File: src/rtl/nn_sequencer.sv
// Host-facing sequencer for the 4-neuron perceptron datapath: streams parameter and input bytes,
// waits for the network to settle, captures outputs and hands them back one index at a time.
module nn_sequencer #(
  parameter int unsigned N_PARAM_BYTES = 24,
  parameter int unsigned N_INPUT_BYTES = 4,
  parameter int unsigned N_OUTPUTS     = 4,
  parameter int unsigned SETTLE_CYCLES = 2
) (
  input  logic       clk,
  input  logic       reset,
  input  logic       start,
  input  logic       load_params,
  input  logic       abort,
  input  logic       s_valid,
  input  logic [7:0] s_data,
  output logic       s_ready,
  output logic [1:0] selector,
  output logic [7:0] data_out,
  output logic [1:0] out_sel,
  output logic       out_valid,
  input  logic       out_ready,
  output logic       busy,
  output logic       done
);

  localparam logic [2:0] StIdle      = 3'd0;
  localparam logic [2:0] StLoadParam = 3'd1;
  localparam logic [2:0] StLoadInput = 3'd2;
  localparam logic [2:0] StSettle    = 3'd3;
  localparam logic [2:0] StCapture   = 3'd4;
  localparam logic [2:0] StOutput    = 3'd5;

  localparam logic [1:0] SelHold    = 2'b00;
  localparam logic [1:0] SelParam   = 2'b01;
  localparam logic [1:0] SelInput   = 2'b10;
  localparam logic [1:0] SelCapture = 2'b11;

  // One shared counter serves byte loads and the settle delay; sized for the largest of them.
  localparam int unsigned MaxLoad  = (N_PARAM_BYTES > N_INPUT_BYTES) ? N_PARAM_BYTES
                                                                     : N_INPUT_BYTES;
  localparam int unsigned MaxCount = (MaxLoad > SETTLE_CYCLES) ? MaxLoad : SETTLE_CYCLES;
  localparam int unsigned CntW     = $clog2(MaxCount) + 1;

  localparam logic [CntW-1:0] ParamLast  = CntW'(N_PARAM_BYTES - 1);
  localparam logic [CntW-1:0] InputLast  = CntW'(N_INPUT_BYTES - 1);
  localparam logic [CntW-1:0] SettleLast = CntW'(SETTLE_CYCLES - 1);
  localparam logic [1:0]      OutLast    = 2'(N_OUTPUTS - 1);

  logic [2:0]      state_q, state_d;
  logic [CntW-1:0] cnt_q, cnt_d;
  logic [1:0]      selector_q, selector_d;
  logic [7:0]      data_q, data_d;
  logic [1:0]      out_sel_q, out_sel_d;
  logic            out_valid_q, out_valid_d;
  logic            busy_q, busy_d;
  logic            done_q, done_d;
  logic            accept;

  assign s_ready = (state_q == StLoadParam) || (state_q == StLoadInput);
  assign accept  = s_valid & s_ready;

  always_comb begin
    state_d     = state_q;
    cnt_d       = cnt_q;
    selector_d  = SelHold;
    data_d      = data_q;
    out_sel_d   = out_sel_q;
    out_valid_d = out_valid_q;
    done_d      = 1'b0;
    if (abort) begin
      state_d     = StIdle;
      cnt_d       = '0;
      out_sel_d   = '0;
      out_valid_d = 1'b0;
    end else begin
      case (state_q)
        StIdle: begin
          if (start) state_d = load_params ? StLoadParam : StLoadInput;
        end
        StLoadParam: begin
          if (accept) begin
            selector_d = SelParam;
            data_d     = s_data;
            if (cnt_q == ParamLast) begin
              cnt_d   = '0;
              state_d = StLoadInput;
            end else begin
              cnt_d = cnt_q + 1'b1;
            end
          end
        end
        StLoadInput: begin
          if (accept) begin
            selector_d = SelInput;
            data_d     = s_data;
            if (cnt_q == InputLast) begin
              cnt_d   = '0;
              state_d = StSettle;
            end else begin
              cnt_d = cnt_q + 1'b1;
            end
          end
        end
        StSettle: begin
          if (cnt_q == SettleLast) begin
            cnt_d   = '0;
            state_d = StCapture;
          end else begin
            cnt_d = cnt_q + 1'b1;
          end
        end
        StCapture: begin
          selector_d = SelCapture;
          out_sel_d  = '0;
          state_d    = StOutput;
        end
        StOutput: begin
          // First OUTPUT cycle only raises out_valid, so the host never sees pre-capture data.
          if (out_valid_q && out_ready) begin
            if (out_sel_q == OutLast) begin
              state_d     = StIdle;
              out_valid_d = 1'b0;
              out_sel_d   = '0;
              done_d      = 1'b1;
            end else begin
              out_sel_d = out_sel_q + 1'b1;
            end
          end else begin
            out_valid_d = 1'b1;
          end
        end
        default: state_d = StIdle;
      endcase
    end
    busy_d = (state_d != StIdle);
  end

  always_ff @(posedge clk) begin
    if (reset) begin
      state_q     <= StIdle;
      cnt_q       <= '0;
      selector_q  <= SelHold;
      data_q      <= '0;
      out_sel_q   <= '0;
      out_valid_q <= 1'b0;
      busy_q      <= 1'b0;
      done_q      <= 1'b0;
    end else begin
      state_q     <= state_d;
      cnt_q       <= cnt_d;
      selector_q  <= selector_d;
      data_q      <= data_d;
      out_sel_q   <= out_sel_d;
      out_valid_q <= out_valid_d;
      busy_q      <= busy_d;
      done_q      <= done_d;
    end
  end

  assign selector  = selector_q;
  assign data_out  = data_q;
  assign out_sel   = out_sel_q;
  assign out_valid = out_valid_q;
  assign busy      = busy_q;
  assign done      = done_q;

endmodule
File: config.mk
export PLATFORM = sky130hd
export DESIGN_NAME = nn_sequencer
export DESIGN_NICKNAME = d
export VERILOG_FILES = /design/src/rtl/nn_sequencer.sv
export SDC_FILE = /design/constraint.sdc
export NUM_CORES = 1
export LEC_CHECK = 0
export CAP_MARGIN = 20
export CORE_MARGIN = 10
export CORE_UTILIZATION = 35
export CTS_CLUSTER_DIAMETER = 150
export DETAILED_ROUTE_END_ITERATION = 12
export GPL_TIMING_DRIVEN = 0
export PLACE_DENSITY = 0.58
export SYNTH_ARGS = -nofsm -noshare
export SYNTH_HDL_FRONTEND = slang
export SYNTH_SLANG_ARGS = --single-unit
export TNS_END_PERCENT = 20
File: constraint.sdc
create_clock -name clk -period 2.61 [get_ports clk]
set_input_delay 0.3915 -clock clk [delete_from_list [all_inputs] [get_ports clk]]
set_output_delay 0.3915 -clock clk [all_outputs]
set_load 0.01 [all_outputs]
# After elaboration in Yosys (flattened, before gate mapping)
# Index checks and enable logic that the tools add are counted.
# W data, S select, Z words.
# op_classes
add_sub_neg	2
eq_ne	13
muxes	26
n_bitwise	4
n_reduce_logical	13
# ops
op	n
$mux W6	5
$mux W3	9
$pmux W3 S6	1
$pmux W6 S3	1
$mux W2	4
$add A6 B1 Y6 const B	1
$eq A3 B2 Y1 const B	2
$eq A3 B3 Y1 const B	2
$eq A6 B1 Y1 const B	1
$eq A6 B2 Y1 const B	1
$eq A6 B5 Y1 const B	1
$ne A2 B2 Y1 const B	3
$pmux W2 S3	1
$reduce_and A3 Y1	2
$reduce_bool A3 Y1	2
$mux W1	4
$pmux W2 S2	1
$reduce_and A2 Y1	2
$reduce_or A2 Y1	2
$reduce_or A4 Y1	1
$eq A3 B1 Y1 const B	1
$logic_not A3 Y1	1
$not A1 Y1	3
$add A2 B1 Y2 const B	1
6 further kinds	6
# totals
register_bits	24
input_bits	15

# Logic depth before layout (Yosys ltp)
# depth
ltp_word	7
mapped_depth	6

# Worst setup path before layout
# OpenSTA, ideal clock, no wires.
# synth_timing
kind	flip-flop to flip-flop
from	register cnt_q[0]
to	register cnt_q[0]
setup_time_ns	0.128
arrival_time_ns	1.308
required_time_ns	2.482
setup_slack_ns	1.174
stages_incl_launch_ff	6
path_buffers	0
synth_period_minus_slack_ns	1.436
cell_sequence	dfxtp_1 > ha_1 > nor2b_1 > nand2_2 > o311ai_4 > nor2_2
# synth_between
elab_chain_len	4
elab_cells_between_ends	10
classes_between	1 x add/sub; 3 x eq/ne; 6 x mux
# synth_lines
element	line	text
start, declared	50	logic [CntW-1:0] cnt_q, cnt_d;
start signal, assigned	150	cnt_q <= cnt_d;
$add A6 B1 Y6 (tied with other cells)	88, 100, 109	
$mux W6, on equally long branches	96, 84	
$mux W6, on equally long branches	93, 81	
$pmux W6 S3 *	76	case (state_q)
# Every way passes the cells marked *; elsewhere a longest branch is shown, timed or not. The select of a mux whose other input is x is not followed.
# A chain may end at the register's enable or synchronous reset.

# Worst setup path after layout
# layout_timing
from	register state_q[2]
to	output port s_ready
# layout_between
elab_chain_len	2
elab_cells_between_ends	3
classes_between	2 x eq/ne; 1 x reduce/logical
# layout_lines
element	line	text
start, declared	49	logic [2:0] state_q, state_d;
start signal, assigned	140	state_q <= StIdle;
start signal, assigned	149	state_q <= state_d;
$eq A3 B1 Y1 or $eq A3 B2 Y1 (tied branches)	59	assign s_ready = (state_q == StLoadParam) || (state_q == StLoadInput);
$logic_or A1 B1 Y1 *	59	
end, declared	16	output logic s_ready,
# Every way passes the cells marked *; elsewhere a longest branch is shown, timed or not.

==> metrics.cfg <==
[cts]
clockBufferDepth=2
cts-root-buf=clkbuf_4
postCtsSetupBuffers=0
clock_latency_ns=0.31
clock-sinks=24
cts_tree=done
ctsResizeCount=0
path_clk_slew_ns=0.13
cts_buffers=3
hold_buffers=0
htree_levels=1

[setup_path]
worstPathRequired_ns=2.22
cp_max_fo=10
critPathCaptureType=output port
crit_arrival_ns=1.62
worst_setup_path_start_kind=flip-flop
worstSetupPathType=flip-flop to output port

[place]
place_ws_ns=0.5449
numPortBuffers=29
place.gp.congestion=0.7363
dp_hpwl_mm=2.260
place_area_um2=1538

[global_route]
antenna_found_initial=0
met1_usage_pct=11.13
grt_pass1_wl_mm=4.864
overflow=0
grt_max_degree=14
top_usage_layer=met2
grt_pass1_vias=1012
grt_usage_pct=9.510
met3_usage_pct=2.506
use_met2_pct=16.61

[timing]
hold_slack_ns=0.3690
period_needed_ns=2.011
relSlewSlack_pct=69.60
drv_slew=0
setup-violations-final=0
layout_setup_ws_ns=0.5991
worstMarginPinSlew_ns=0.4522
fin_tns_setup_ns=0
hold_viol_final=0
rsz0062_at_grt=no
finalCritPeriodShare_pct=77.04
clock-skew-final_ns=0.003049
fmax_ghz=0.4973

[run]
maxCapViolations=0

[die]
start_util_pct=35.94
die_h_um=78.31
core-area_um2=3311
die_x_um=78.31
pin_count=31
die-area_um2=6132
std_cell_rows=21

[finish]
design_area_um2=1574
ff_latch_area_um2=480.5
fin_nets=177
drive_gt1_share_pct=13.29
nFillCells=337
final_util_pct=47.54
area_growth_pct=32.28
diodes=0
multiInputGateArea_um2=653.1

[power]
switchingPower_mw=0.1424
comb_power_share_pct=11.4
p_leak_nw=0.5492
p_int_mw=0.4969
power.density_nw_per_um2=406.2
power_frac_seq_pct=58.6
swShare_pct=22.28
vdd_drop_max_mv=0.3100
clkPwrFrac_pct=30.1

[drt]
drt_iter0_drc=46
avgRoutedWirePerCell_um=13.93
ant_nets=0
drc_errors=0
vias=996
drtPass1Iterations=4
wirelength_mm=2.841
via_per_inst=4.882

[worst_hold_path]
hold_path_class=primary input to flip-flop

[yosys]
synth.distinct_cells=41
yosysMostFrequentCell=dfxtp_1
synth_fp_nets=143
yosys-top-cells-area=dfxtp_1 40%, mux2i_1 7.6%, nor2_1 6.0%
synth_cells=125
synth_edf_count=0
synth_area_um2=1190
yosys_most_used_dff=dfxtp_1
synth-seq-cells=24
synth_top_area_share_pct=40.38
synth_area_per_cell_um2=9.519
yosysTopAreaCell=dfxtp_1
async_reset_ff_share_pct=0
synth_common_cells=24 x dfxtp_1, 19 x nor2_1, 9 x mux2i_1
ys_seq_area_share_pct=40.38
ys_warn_count=0

[status]
status=complete, no violations

==> power groups by stage <==
stage               combinational [mW]  clock (mW)  sequential, mW
floorplan                       0.0331           0           0.384
global placement                0.0717           0           0.382
detailed placement              0.0732           0           0.383
CTS                             0.0735       0.202           0.375
global route                    0.0797       0.217           0.376
finish                          0.0727       0.192           0.375
==> metal layers <==
metal	part of all wire (%)	wire length, um	vias up
li1	-	-	504
met4	0.95	27	0
met3	4.3	121	4
met5	0	0	-
met1	46	1300	467
met2	49	1391	21
==> critical path, stage by stage, from the launching register on <==
cell and delay [ns]:
dfxtp_1 0.46, buf_2 0.28, nor2_1 0.07, clkdlybuf4s50_1 0.50
==> placed cells by master, fill, tap and decap left out, drive strengths merged, types with 3 or more instances in the layout <==
master,instances
ha,3
dfxtp,24
nand4,4
nand2,8
clkdlybuf4s50,29
xnor2,5
nor2,23
nor2b,3
mux2i,9
a21oi,3
inv,4
buf,5
clkbuf,5
==> sequential cells by signal, summed over array words and instances, names as in the netlist <==
register	flops
busy	1
selector	2
data_out	8
cnt_q	6
done	1
out_sel	2
out_valid	1
state_q	3
==> final cells by class <==
| type | count | area share (%) |
|---|---|---|
| inverters | 4 | 0.9539 |
| well taps | 46 | 3.657 |
| repair buffers | 29 | 18.44 |
| clock buffers | 4 | 2.305 |
| flip-flops and latches | 24 | 30.52 |
| multi-input cells | 91 | 41.49 |
| plain buffers | 6 | 2.623 |
==> logic make-up after synthesis <==
logic type,share of synthesized area [%]
AO/OA/AOI/OAI,12.83
XOR/XNOR,4.416
adder cells (fa/ha/maj),4.101
buffers and inverters,4.731
flip-flops,40.38
multiplexers,7.571
AND/OR/NAND/NOR,25.97
==> final timing paths <==
path,from,to,slack [ns],cells past startpoint
hold reg to reg,data_out[2]$_SDFFE_PP0P_,data_out[2]$_SDFFE_PP0P_,0.51,2
setup reg to reg,cnt_q[0]$_SDFFE_PP0P_,cnt_q[0]$_SDFFE_PP0P_,0.98,5
hold / removal,reset,data_out[0]$_SDFFE_PP0P_,0.37,2
setup / recovery,state_q[2]$_SDFF_PP0_,s_ready,0.60,3
==> metrics by stage <==
stage	total power, mW	std cells
finish	0.6394	204
global route	0.6721	204
CTS	0.6506	204
detailed placement	0.4560	200
global placement	0.4541	200
floorplan	0.4171	125
(Power assumes the default switching activity.)
==> RTL change: new RTL, same flow settings <==
`SETTLE_CYCLES`: 2 -> 4.
--- a/src/rtl/nn_sequencer.sv
+++ b/src/rtl/nn_sequencer.sv
@@ -5,5 +5,5 @@
   parameter int unsigned N_INPUT_BYTES = 4,
   parameter int unsigned N_OUTPUTS     = 4,
-  parameter int unsigned SETTLE_CYCLES = 2
+  parameter int unsigned SETTLE_CYCLES = 4
 ) (
   input  logic       clk,
Behaviour: not the same (a bounded check fails within 10 cycles, from zero or initial values and one cycle with reset high).
==> RTL change against the original RTL <==
Sequential cell count unchanged; cell area decreased by 2.2%; total power increased by 13%; clock skew increased by 0.0065 ns; worst setup slack improved by 0.016 ns; largest power group unchanged; area after synthesis decreased by 4.1%; synthesized cell count decreased by 0.80%; largest cell class unchanged; highest routed layer unchanged; routed wire length decreased by 9.6%; combinational power increased by 4.7%; fmax increased by 0.79%.
==> RTL change: results (changes against the original RTL) <==
[pwr] LEAKAGE 0.548 nW [was 0.549 nW]
[logic_synthesis] Post-synth ARST share 0% [unchanged]
[global_route] met3 layer usage reported by global route 4.66% [was 2.51%]
[layout] fin nets 175 [was 177]
[global_route] All-Layer GR Usage 8.99% [was 9.51%]
[place] post-detailed-placement half-perimeter wirelength 2.03 mm [was 2.26 mm]
[timing] worst clock skew 0.00952 ns [was 0.00305 ns]
[place] post-placement worst setup slack 0.470 ns [was 0.545 ns]
[logic_synthesis] number of unique standard cell types used by synthesis 38 [was 41]
[pwr] Peak supply drop 0.000217 V [was 0.000310 V]
[logic_synthesis] fraction of the yosys area taken by sequential cells 42.1% [was 40.4%]
[routing] wire per inst 12.8 um [was 13.9 um]
[routing] routed via count divided by cell count 4.78 [was 4.88]
[place] area after detailed placement 0.00149 mm^2 [was 0.00154 mm^2]
[global_route] global-route wire length before repair 4.43 mm [was 4.86 mm]
[logic_synthesis] Post-synth top cells 25 x sky130_fd_sc_hd__nor2_1, 24 x sky130_fd_sc_hd__dfxtp_1, 10 x sky130_fd_sc_hd__mux2i_1, 8 x sky130_fd_sc_hd__nand2_1, 6 x sky130_fd_sc_hd__a21oi_1 [was 24 x sky130_fd_sc_hd__dfxtp_1, 19 x sky130_fd_sc_hd__nor2_1, 9 x sky130_fd_sc_hd__mux2i_1, 7 x sky130_fd_sc_hd__nand2_1, 5 x sky130_fd_sc_hd__xnor2_1]
[global_route] GRT met2 Usage 14.0% [was 16.6%]
[logic_synthesis] main area contributors after synthesis sky130_fd_sc_hd__dfxtp_1 42%, sky130_fd_sc_hd__mux2i_1 8.8%, sky130_fd_sc_hd__nor2_1 8.2% [was sky130_fd_sc_hd__dfxtp_1 40%, sky130_fd_sc_hd__mux2i_1 7.6%, sky130_fd_sc_hd__nor2_1 6.0%]
[place] count of buffers inserted at the top-level ports 29 [unchanged]
[global_route] number of global-route vias before repair 954 [was 1012]
[timing] Worst-Margin Slew 0.513 ns [was 0.452 ns]
[setup_path] critical path peak fanout 9 [was 10]
[global_route] met1 track demand over resource in global routing 10.2% [was 11.1%]
[global_route] maximum number of pins on one net before global-route repair 15 [was 14]
[layout] proportion of layout cells with a drive suffix above 1 12.1% [was 13.3%]
[place] routability congestion estimate 0.785 [was 0.736]
[status] result of the run completed [unchanged]
[logic_synthesis] post-synthesis net count 141 [was 143]
[setup_path] Worst Path Arrival 1.60 ns [was 1.62 ns]
[routing] iteration-0 DRC count of the detailed router 68 [was 46]
-- RTL change: kinds of logic after synthesis --
family          share of synthesized area (%)
compound gates                           12.1
simple gates                             24.5
flops                                    42.1
buf+inv                                  4.71
mux                                      9.76
fa+ha+maj                                3.07
xor+xnor                                 3.84
-- RTL change: metrics by stage --
stage | std cells | utilization (%) | hold slack [ns] | power [mW]
final | 201 | 50.0 | 0.430 | 0.721
after global routing | 201 | 50.0 | 0.467 | 0.758
after CTS | 201 | 50.0 | 0.430 | 0.732
after detailed placement | 197 | 48.3 | 0.489 | 0.459
after global placement | 197 | 48.3 | 0.473 | 0.458
after floorplan | 124 | - | 0.511 | 0.420
-- RTL change: report_power, final --
part | total [mW] | switching (mW) | internal [mW]
logic | 0.0761 | 0.0333 | 0.0428
clock network | 0.271 | 0.115 | 0.155
registers | 0.374 | 0.00215 | 0.372
total | 0.721 | 0.151 | 0.570
-- RTL change: layout make-up --
class                      count  area, um^2
multi-input combinational     90         607
fill                         311        1540
buffer                         8        46.3
inverter                       2        7.51
clock inverter                 1        30.0
tap                           44        55.1
timing repair buffer          29         290
clock buffer                   3        22.5
sequential                    24         480
-- RTL change: metal layers --
metal | up-vias | wire (um)
li1 | 498 | -
met1 | 430 | 1120
met2 | 28 | 1150
met3 | 5 | 261
met4 | 0 | 37
met5 | - | 0
-- RTL change: path summary, 6_finish.rpt --
check / start / cells past startpoint / end / slack, ns
setup / recovery: state_q[1]$_SDFF_PP0_ / 4 / s_ready / 0.61
setup reg to reg: cnt_q[0]$_SDFFE_PP0P_ / 6 / busy$_SDFF_PP0_ / 0.83
hold reg to reg: data_out[2]$_SDFFE_PP0P_ / 2 / data_out[2]$_SDFFE_PP0P_ / 0.52
hold / removal: reset / 2 / data_out[6]$_SDFFE_PP0P_ / 0.43
-- RTL change: worst max-delay path, stage by stage (launching register included) --
cell and delay, ns:
sky130_fd_sc_hd__dfxtp_1 0.33, sky130_fd_sc_hd__buf_4 0.16, sky130_fd_sc_hd__xnor2_1 0.15, sky130_fd_sc_hd__nor2_1 0.09, sky130_fd_sc_hd__clkdlybuf4s50_1 0.56
